<file path="src/rtl/key_conditioner_if.sv">
// Key conditioner port bundle: raw keys in, clean pulses/levels out.
// Latency: n/a (signal bundle only).
// Backpressure: none; keys are free-running and cannot be stalled.
//   nkey  : raw active-low keys (driven by the board side)
//   press : one-cycle press / auto-repeat pulses
//   level : debounced pressed level
//   tick  : debounce sample strobe (debug)
interface key_conditioner_if #(
  parameter int W = 7
);
  logic [W-1:0] nkey;
  logic [W-1:0] press;
  logic [W-1:0] level;
  logic         tick;

  modport master (output nkey, input press, level, tick);
  modport slave  (input nkey, output press, level, tick);
endinterface

</file>
<file path="src/rtl/key_conditioner.sv">
// Syncs, debounces and edge-detects W bouncing active-low keys into press pulses.
// Latency: 2-clk sync + STABLE sample ticks to level, press one clock after level rises.
// Backpressure: none; pulses are fire-and-forget, several keys may pulse together.
//   clk, rst  : core clock, async active-high reset
//   kif.slave : nkey in; press, level, tick out (all outputs registered or
//               decoded from registers, no path from nkey)
module key_conditioner #(
  parameter int           W          = 7,
  parameter int           TICK_DIV   = 500000,
  parameter int           STABLE     = 4,
  parameter logic [W-1:0] REP_MASK   = '0,
  parameter int           REP_DELAY  = 50,
  parameter int           REP_PERIOD = 10
) (
  input logic              clk,
  input logic              rst,
  key_conditioner_if.slave kif
);
  localparam int PW = $clog2(TICK_DIV);
  localparam int CW = $clog2(STABLE + 1);
  localparam int RW = $clog2(REP_DELAY + 1);

  localparam logic [PW-1:0] TICK_LAST  = PW'(TICK_DIV - 1);
  localparam logic [CW-1:0] STABLE_C   = CW'(STABLE);
  // The repeat counter never actually holds REP_DELAY: the tick that would
  // take it there fires the pulse and reloads instead.
  localparam logic [RW-1:0] REP_LAST   = RW'(REP_DELAY - 1);
  localparam logic [RW-1:0] REP_RELOAD = RW'(REP_DELAY - REP_PERIOD);

  logic [PW-1:0] pcnt;
  logic          tick;
  logic [W-1:0]  sync1, sync2, p;
  logic [W-1:0]  cand, cand_nx;
  logic [W-1:0]  level, level_nx, level_d;
  logic [W-1:0]  press, press_nx;
  logic [CW-1:0] cnt    [W];
  logic [CW-1:0] cnt_nx [W];
  logic [RW-1:0] rep    [W];
  logic [RW-1:0] rep_nx [W];

  assign tick      = (pcnt == TICK_LAST);
  assign p         = ~sync2;
  assign kif.tick  = tick;
  assign kif.press = press;
  assign kif.level = level;

  always_comb begin
    cand_nx  = cand;
    level_nx = level;
    cnt_nx   = cnt;
    rep_nx   = rep;
    // Rising edge of the registered level, so the pulse lands the cycle after.
    press_nx = level & ~level_d;
    for (int i = 0; i < W; i++) begin
      if (tick) begin
        if (p[i] == cand[i]) begin
          if (cnt[i] != STABLE_C) cnt_nx[i] = cnt[i] + CW'(1);
        end else begin
          cand_nx[i] = p[i];
          cnt_nx[i]  = CW'(1);
        end
        if ((cnt_nx[i] == STABLE_C) && (cand_nx[i] != level[i]))
          level_nx[i] = cand_nx[i];
      end
      // Repeat counting uses the level in force during the tick, so the tick
      // that raises level does not count toward the first repeat.
      if (!REP_MASK[i] || !level[i]) begin
        rep_nx[i] = '0;
      end else if (tick) begin
        if (rep[i] == REP_LAST) begin
          rep_nx[i]   = REP_RELOAD;
          press_nx[i] = 1'b1;
        end else begin
          rep_nx[i] = rep[i] + RW'(1);
        end
      end
    end
  end

  always_ff @(posedge clk or posedge rst) begin
    if (rst) begin
      pcnt    <= '0;
      sync1   <= '1;
      sync2   <= '1;
      cand    <= '0;
      level   <= '0;
      level_d <= '0;
      press   <= '0;
      for (int i = 0; i < W; i++) begin
        cnt[i] <= '0;
        rep[i] <= '0;
      end
    end else begin
      pcnt    <= tick ? '0 : pcnt + PW'(1);
      sync1   <= kif.nkey;
      sync2   <= sync1;
      cand    <= cand_nx;
      level   <= level_nx;
      level_d <= level;
      press   <= press_nx;
      for (int i = 0; i < W; i++) begin
        cnt[i] <= cnt_nx[i];
        rep[i] <= rep_nx[i];
      end
    end
  end
endmodule
</file>
<file path="src/flat_wrapper.sv">
// flat-port wrapper written by rule: the top's interface ports become plain ports
module key_conditioner_flat 
#(
  parameter int           W          = 7,
  parameter int           TICK_DIV   = 500000,
  parameter int           STABLE     = 4,
  parameter logic [W-1:0] REP_MASK   = '0,
  parameter int           REP_DELAY  = 50,
  parameter int           REP_PERIOD = 10
)
  (clk, rst, kif_nkey, kif_press, kif_level, kif_tick);
  key_conditioner_if #(.W(W)) kif_i ();
  input logic clk;
  input logic rst;
  input wire logic [$bits(kif_i.nkey)-1:0] kif_nkey;
  output wire logic [$bits(kif_i.press)-1:0] kif_press;
  output wire logic [$bits(kif_i.level)-1:0] kif_level;
  output wire logic [$bits(kif_i.tick)-1:0] kif_tick;
  assign kif_i.nkey = kif_nkey;
  assign kif_press = kif_i.press;
  assign kif_level = kif_i.level;
  assign kif_tick = kif_i.tick;
  key_conditioner #(.W(W), .TICK_DIV(TICK_DIV), .STABLE(STABLE), .REP_MASK(REP_MASK), .REP_DELAY(REP_DELAY), .REP_PERIOD(REP_PERIOD)) u_core (.clk(clk), .rst(rst), .kif(kif_i));
endmodule
</file>
<file path="config.mk">
export PLATFORM = sky130hd
export DESIGN_NAME = key_conditioner_flat
export DESIGN_NICKNAME = d
export VERILOG_FILES = /design/src/rtl/key_conditioner_if.sv /design/src/rtl/key_conditioner.sv /design/src/flat_wrapper.sv
export SDC_FILE = /design/constraint.sdc
export NUM_CORES = 1
export LEC_CHECK = 0
export CAP_MARGIN = 0
export CORE_MARGIN = 8
export CORE_UTILIZATION = 55
export DETAILED_ROUTE_END_ITERATION = 7
export PLACE_DENSITY = 0.84
export SLEW_MARGIN = 20
export SYNTH_ARGS = -nofsm -noshare
export SYNTH_HDL_FRONTEND = slang
export SYNTH_SLANG_ARGS = --single-unit
</file>
<file path="constraint.sdc">
create_clock -name clk -period 2.8 [get_ports clk]
set_input_delay 0.42 -clock clk [delete_from_list [all_inputs] [get_ports clk]]
set_output_delay 0.42 -clock clk [all_outputs]
set_load 0.02 [all_outputs]
</file>
==> impl_summary.md <==
Global route
The number of global-route vias before repair was ~2600. The first global-routing pass estimated roughly 11000 um of wire. Entering global routing, the biggest net connects 47 pins.

In the global route stage, overall resource usage came out at between 10 and 15%. The remaining global-route overflow is 0. The initial antenna violation count is 0.

Floorplanning
The die covers roughly 9900 um^2. The number of rows created at floorplan is 30. The core region is ~6800 um^2. The initial utilization of the core area, before any placement, comes to 56.63%. The floorplan step set the die height to between 90 and 100 um. 24 I/O pins were placed. From left edge to right edge, the die measures between 90 and 100 um.

Timing
Hold is met by approximately 0.36 ns. The summed negative setup slack over all endpoints is 0 ns. The worst max-slew margin expressed relative to the limit is a little under 60%. The final hold violation count came to 0. The number of pins with negative max-slew slack in the final report is 0.

The worst clock skew on the final layout is 0.01050 ns. The final critical path takes up about nine tenths of the cycle. The maximum frequency from static timing analysis is 0.3939 GHz.

Setup slack on the critical path of the routed design comes to around 0.26 ns. The minimum period implied by the final worst setup slack is ~2.5 ns. Setup repair after global routing left no endpoint under its margin.

The number of endpoints failing setup at the final stage is 0. The transition at the pin with the smallest max-transition slack is between 0.6 and 0.7 ns.

Route
The routed via count is 2667. The pre-antenna-repair detailed-routing pass consisted of 4 iterations. In this run the remaining antenna-violating nets after routing total 0.

In the routed design, unresolved DRC markers number 0. In this run, the number of DRC markers left after iteration 0 of detailed routing was 165. Dividing the detail-routed wire length by the instance count gives approximately 13 um. The routed wire length is approximately 6500 um. The number of vias per cell after detailed routing is approximately 5.5.

Logic synthesis
The combinational family with the most area after synthesis is simple AND/OR/NAND/NOR gates. The synthesis warning total is 0. In this run the cell area of the synthesized design comes to approximately 3800 um^2. The share of synthesized area occupied by flip-flops and latches is between 50 and 60%. In the synthesized netlist the dominant register cell turns out to be sky130_fd_sc_hd__dfrtp_1. The count of flip-flops with a built-in enable after synthesis is 0. Sorting the synthesized cells by area gives the leading types as sky130_fd_sc_hd__dfrtp_1, sky130_fd_sc_hd__dfstp_2, sky130_fd_sc_hd__ha_1.

The cell count after synthesis is 369. After Yosys synthesis, XOR and XNOR cells account for roughly 4.3% of the synthesized area. The top cell type by area accounts for about 44% of the synthesized area. The post-synthesis share of cell area spent on and, or, nand and nor gates is 15.11%.

The number of different library cells used by synthesis comes to 41. After synthesis the netlist holds a flip-flop and latch count of between 80 and 90. The net count of the mapped netlist is 407. The compound-gate portion of the synthesized area is 10.73%. The share of synthesized cell area in full adder, half adder and majority cells is 9.483%. After synthesis, the share of cell area in mux cells is roughly 1.3%. The proportion of register bits with asynchronous set or reset after synthesis is between 90% and 100%.

The largest total area in the synthesized netlist belongs to sky130_fd_sc_hd__dfrtp_1. In this run the mean area of a mapped cell was 10.37 um^2.

Placed design
The worst setup timing slack at the placement stage is between 0.15 and 0.2 ns. The number of placed instances, taps included is 471. The placed standard-cell area is between 4000 and 5000 um^2. Input and output buffers added on the ports amount to 23. The congestion estimate from routability-driven global placement came to 0.7817.

After legalization and detailed placement, the total HPWL measured 4640 um.

Critical path
The critical path is of the flip-flop to primary output type. The required time of the critical path is approximately 2.4 ns. The highest fanout seen on the critical path is 5.

The arrival time of the worst setup path is around 2.1 ns. Walking the worst path, the cells encountered are nor4_2 -> nand4_1 -> or4_1 -> clkinv_2 -> clkbuf_2. STA classifies the critical path startpoint as a flip-flop. The capturing element type of the critical path is a primary output. The highest-delay cell along the critical path is sky130_fd_sc_hd__or4_1. In this design, the stage delay of the slowest critical-path cell is about 0.61 ns.

Pwr
The internal cell power is 1.559 mW. Power comes to between 2 and 2.5 mW. The total leakage power is 2.036 nW.

The power share of the sequential group is approximately 59%. The maximum ir drop on the vdd rail is between 0.4 and 0.5 mV. The combinational group share of total power is around 3.0%.

Of the total power, the share spent switching nets is 24.31%. The clock power share is 38.4%. The total power per unit cell area is between 400 and 500 nW/um^2. The analysis attributes to net switching a power of around 0.50 mW.

Layout
The share of cells above drive strength 1 is between 10% and 20%. Summing all non-filler instances in the final layout gives an area of around 4400 um^2. Excluding fillers, the count of instances in the completed layout stands at 487.

Counting the fill cells in the layout gives approximately 500. The antenna diode count is 0. Across the whole layout, storage elements account for 2069 um^2. From synthesis to final layout, the design area changed by 14.00%.

The net count of the finished layout is 440. The multi-input combinational cells in the finished layout cover a total of approximately 1600 um^2. At the end of the flow the core is filled with cells to between 60% and 70%.

Hold path
The path class of the tightest hold or removal check is flip-flop to flip-flop.

Clock tree
The number of clock sinks is 82. The H-tree was split into 3 levels. The tree is rooted in a sky130_fd_sc_hd__clkbuf_8. TritonCTS built the clock tree. Buffers inserted during clock tree synthesis total 9. For the worst-skew pair, the clock arrives at the later sink with an insertion delay of ~0.36 ns. The maximum root-to-sink buffer count is 2.

After clock tree synthesis, the clock-pin slew on the worst setup and hold paths is roughly 0.09 ns.

Run status
The run finished with clean final reports.

Job
The max-capacitance violation count is 0.
path summary, 6_finish.rpt:
| check | startpoint | endpoint | slack (ns) | depth (start not counted) |
|---|---|---|---|---|
| min in group asynchronous | rst | u_core.cnt[16]$_DFFE_PP0P_ | 0.45 | 2 |
| min reg2reg | u_core.sync1[5]$_DFF_PP1_ | u_core.sync2[5]$_DFF_PP1_ | 0.36 | 0 |
| max in group asynchronous | rst | u_core.sync2[6]$_DFF_PP1_ | 1.66 | 3 |
| max reg2reg | u_core.pcnt[7]$_DFF_PP0_ | u_core.cnt[9]$_DFFE_PP0P_ | 0.41 | 7 |
| min | u_core.sync1[5]$_DFF_PP1_ | u_core.sync2[5]$_DFF_PP1_ | 0.36 | 0 |
| max | u_core.pcnt[7]$_DFF_PP0_ | kif_tick | 0.26 | 5 |
layout make-up:
cell class / count / area share [%]
sequential: 82 / 47.45
multi-input combinational: 240 / 36.09
timing repair buffer: 29 / 6.483
inverter: 40 / 3.500
clock buffer: 9 / 2.840
tap: 80 / 2.295
clock inverter: 7 / 1.348
worst max-delay path: cells and delay by family (launching register included):
family | cells | cell delay [ns]
flops | 1 | 0.44
buf+inv | 2 | 0.24
simple gates | 3 | 1.07
power by group through the flow:
stage               clock network, mW  logic (mW)  registers [mW]
floorplan                           0      0.0371            1.23
global route                    0.853      0.0721            1.21
global placement                    0      0.0614            1.23
finish                          0.792      0.0618            1.21
detailed placement                  0      0.0638            1.23
CTS                             0.818      0.0640            1.21
logic make-up (layout without fill, tap and decap cells):
family	Yosys count	in the layout
AO/OA/AOI/OAI	70	70
XOR/XNOR	19	19
adder cells (fa/ha/maj)	29	29
buffers and inverters	47	85
flip-flops	82	82
multiplexers	5	5
AND/OR/NAND/NOR	117	117
routing by layer:
layer,up-vias,share of wire [%],track usage [%]
li1,1324,-,-
met1,1282,45,16.40
met2,47,48,23.45
met3,14,4.7,5.098
met4,0,1.9,5.588
met5,-,0,0
cells in the mapped netlist (2+ instances only):
| master | n |
|---|---|
| sky130_fd_sc_hd__nor3b_1 | 3 |
| sky130_fd_sc_hd__o21ai_1 | 2 |
| sky130_fd_sc_hd__clkbuf_1 | 3 |
| sky130_fd_sc_hd__o21ai_0 | 25 |
| sky130_fd_sc_hd__a21o_1 | 3 |
| sky130_fd_sc_hd__inv_1 | 39 |
| sky130_fd_sc_hd__nor2b_1 | 4 |
| sky130_fd_sc_hd__xor2_1 | 13 |
| sky130_fd_sc_hd__xnor2_1 | 6 |
| sky130_fd_sc_hd__and3_1 | 4 |
| sky130_fd_sc_hd__nand4_1 | 10 |
| sky130_fd_sc_hd__nand2_1 | 29 |
| sky130_fd_sc_hd__nand3_1 | 22 |
| sky130_fd_sc_hd__dfrtp_1 | 68 |
| sky130_fd_sc_hd__mux2i_1 | 5 |
| sky130_fd_sc_hd__nor3_1 | 5 |
| sky130_fd_sc_hd__nand3b_1 | 3 |
| sky130_fd_sc_hd__a31oi_1 | 3 |
| sky130_fd_sc_hd__o31ai_1 | 5 |
| sky130_fd_sc_hd__a41oi_1 | 4 |
| sky130_fd_sc_hd__a21oi_1 | 22 |
| sky130_fd_sc_hd__dfstp_2 | 14 |
| sky130_fd_sc_hd__buf_2 | 3 |
| sky130_fd_sc_hd__ha_1 | 29 |
| sky130_fd_sc_hd__nor2_1 | 29 |
registers in the layout (all words and copies together), names as in the netlist:
signal and cells:
u_core.cnt 21, u_core.kif.level 7, u_core.pcnt 19, u_core.level_d 7
u_core.cand 7, u_core.sync2 7, u_core.sync1 7, u_core.kif.press 7
cell usage in the layout (no fill, tap or decap), drive strengths merged, types with 3 or more instances in the layout:
master         instances
nand3                 22
nand4                 10
and3                   4
nor2b                  4
a31oi                  3
nand3b                 3
dfstp                 14
clkinv                 3
xnor2                  6
o31ai                  5
nand2                 29
nor3                   5
a41oi                  4
buf                    6
a21o                   3
nor3b                  3
xor2                  13
nor2                  29
clkdlybuf4s50         22
mux2i                  5
o21ai                 27
dfrtp                 68
clkbuf                10
inv                   42
a21oi                 22
ha                    29
timing repair:
item / 4_1_cts / 5_1_grt
resized for setup: 1 / 3
setup endpoints to repair: 1 / 1
hold buffers: 0 / 0
endpoints found under the hold margin: 0 / 0
buffers inserted: 0 / 0
No activity file was read; power rests on OpenSTA's default activity.
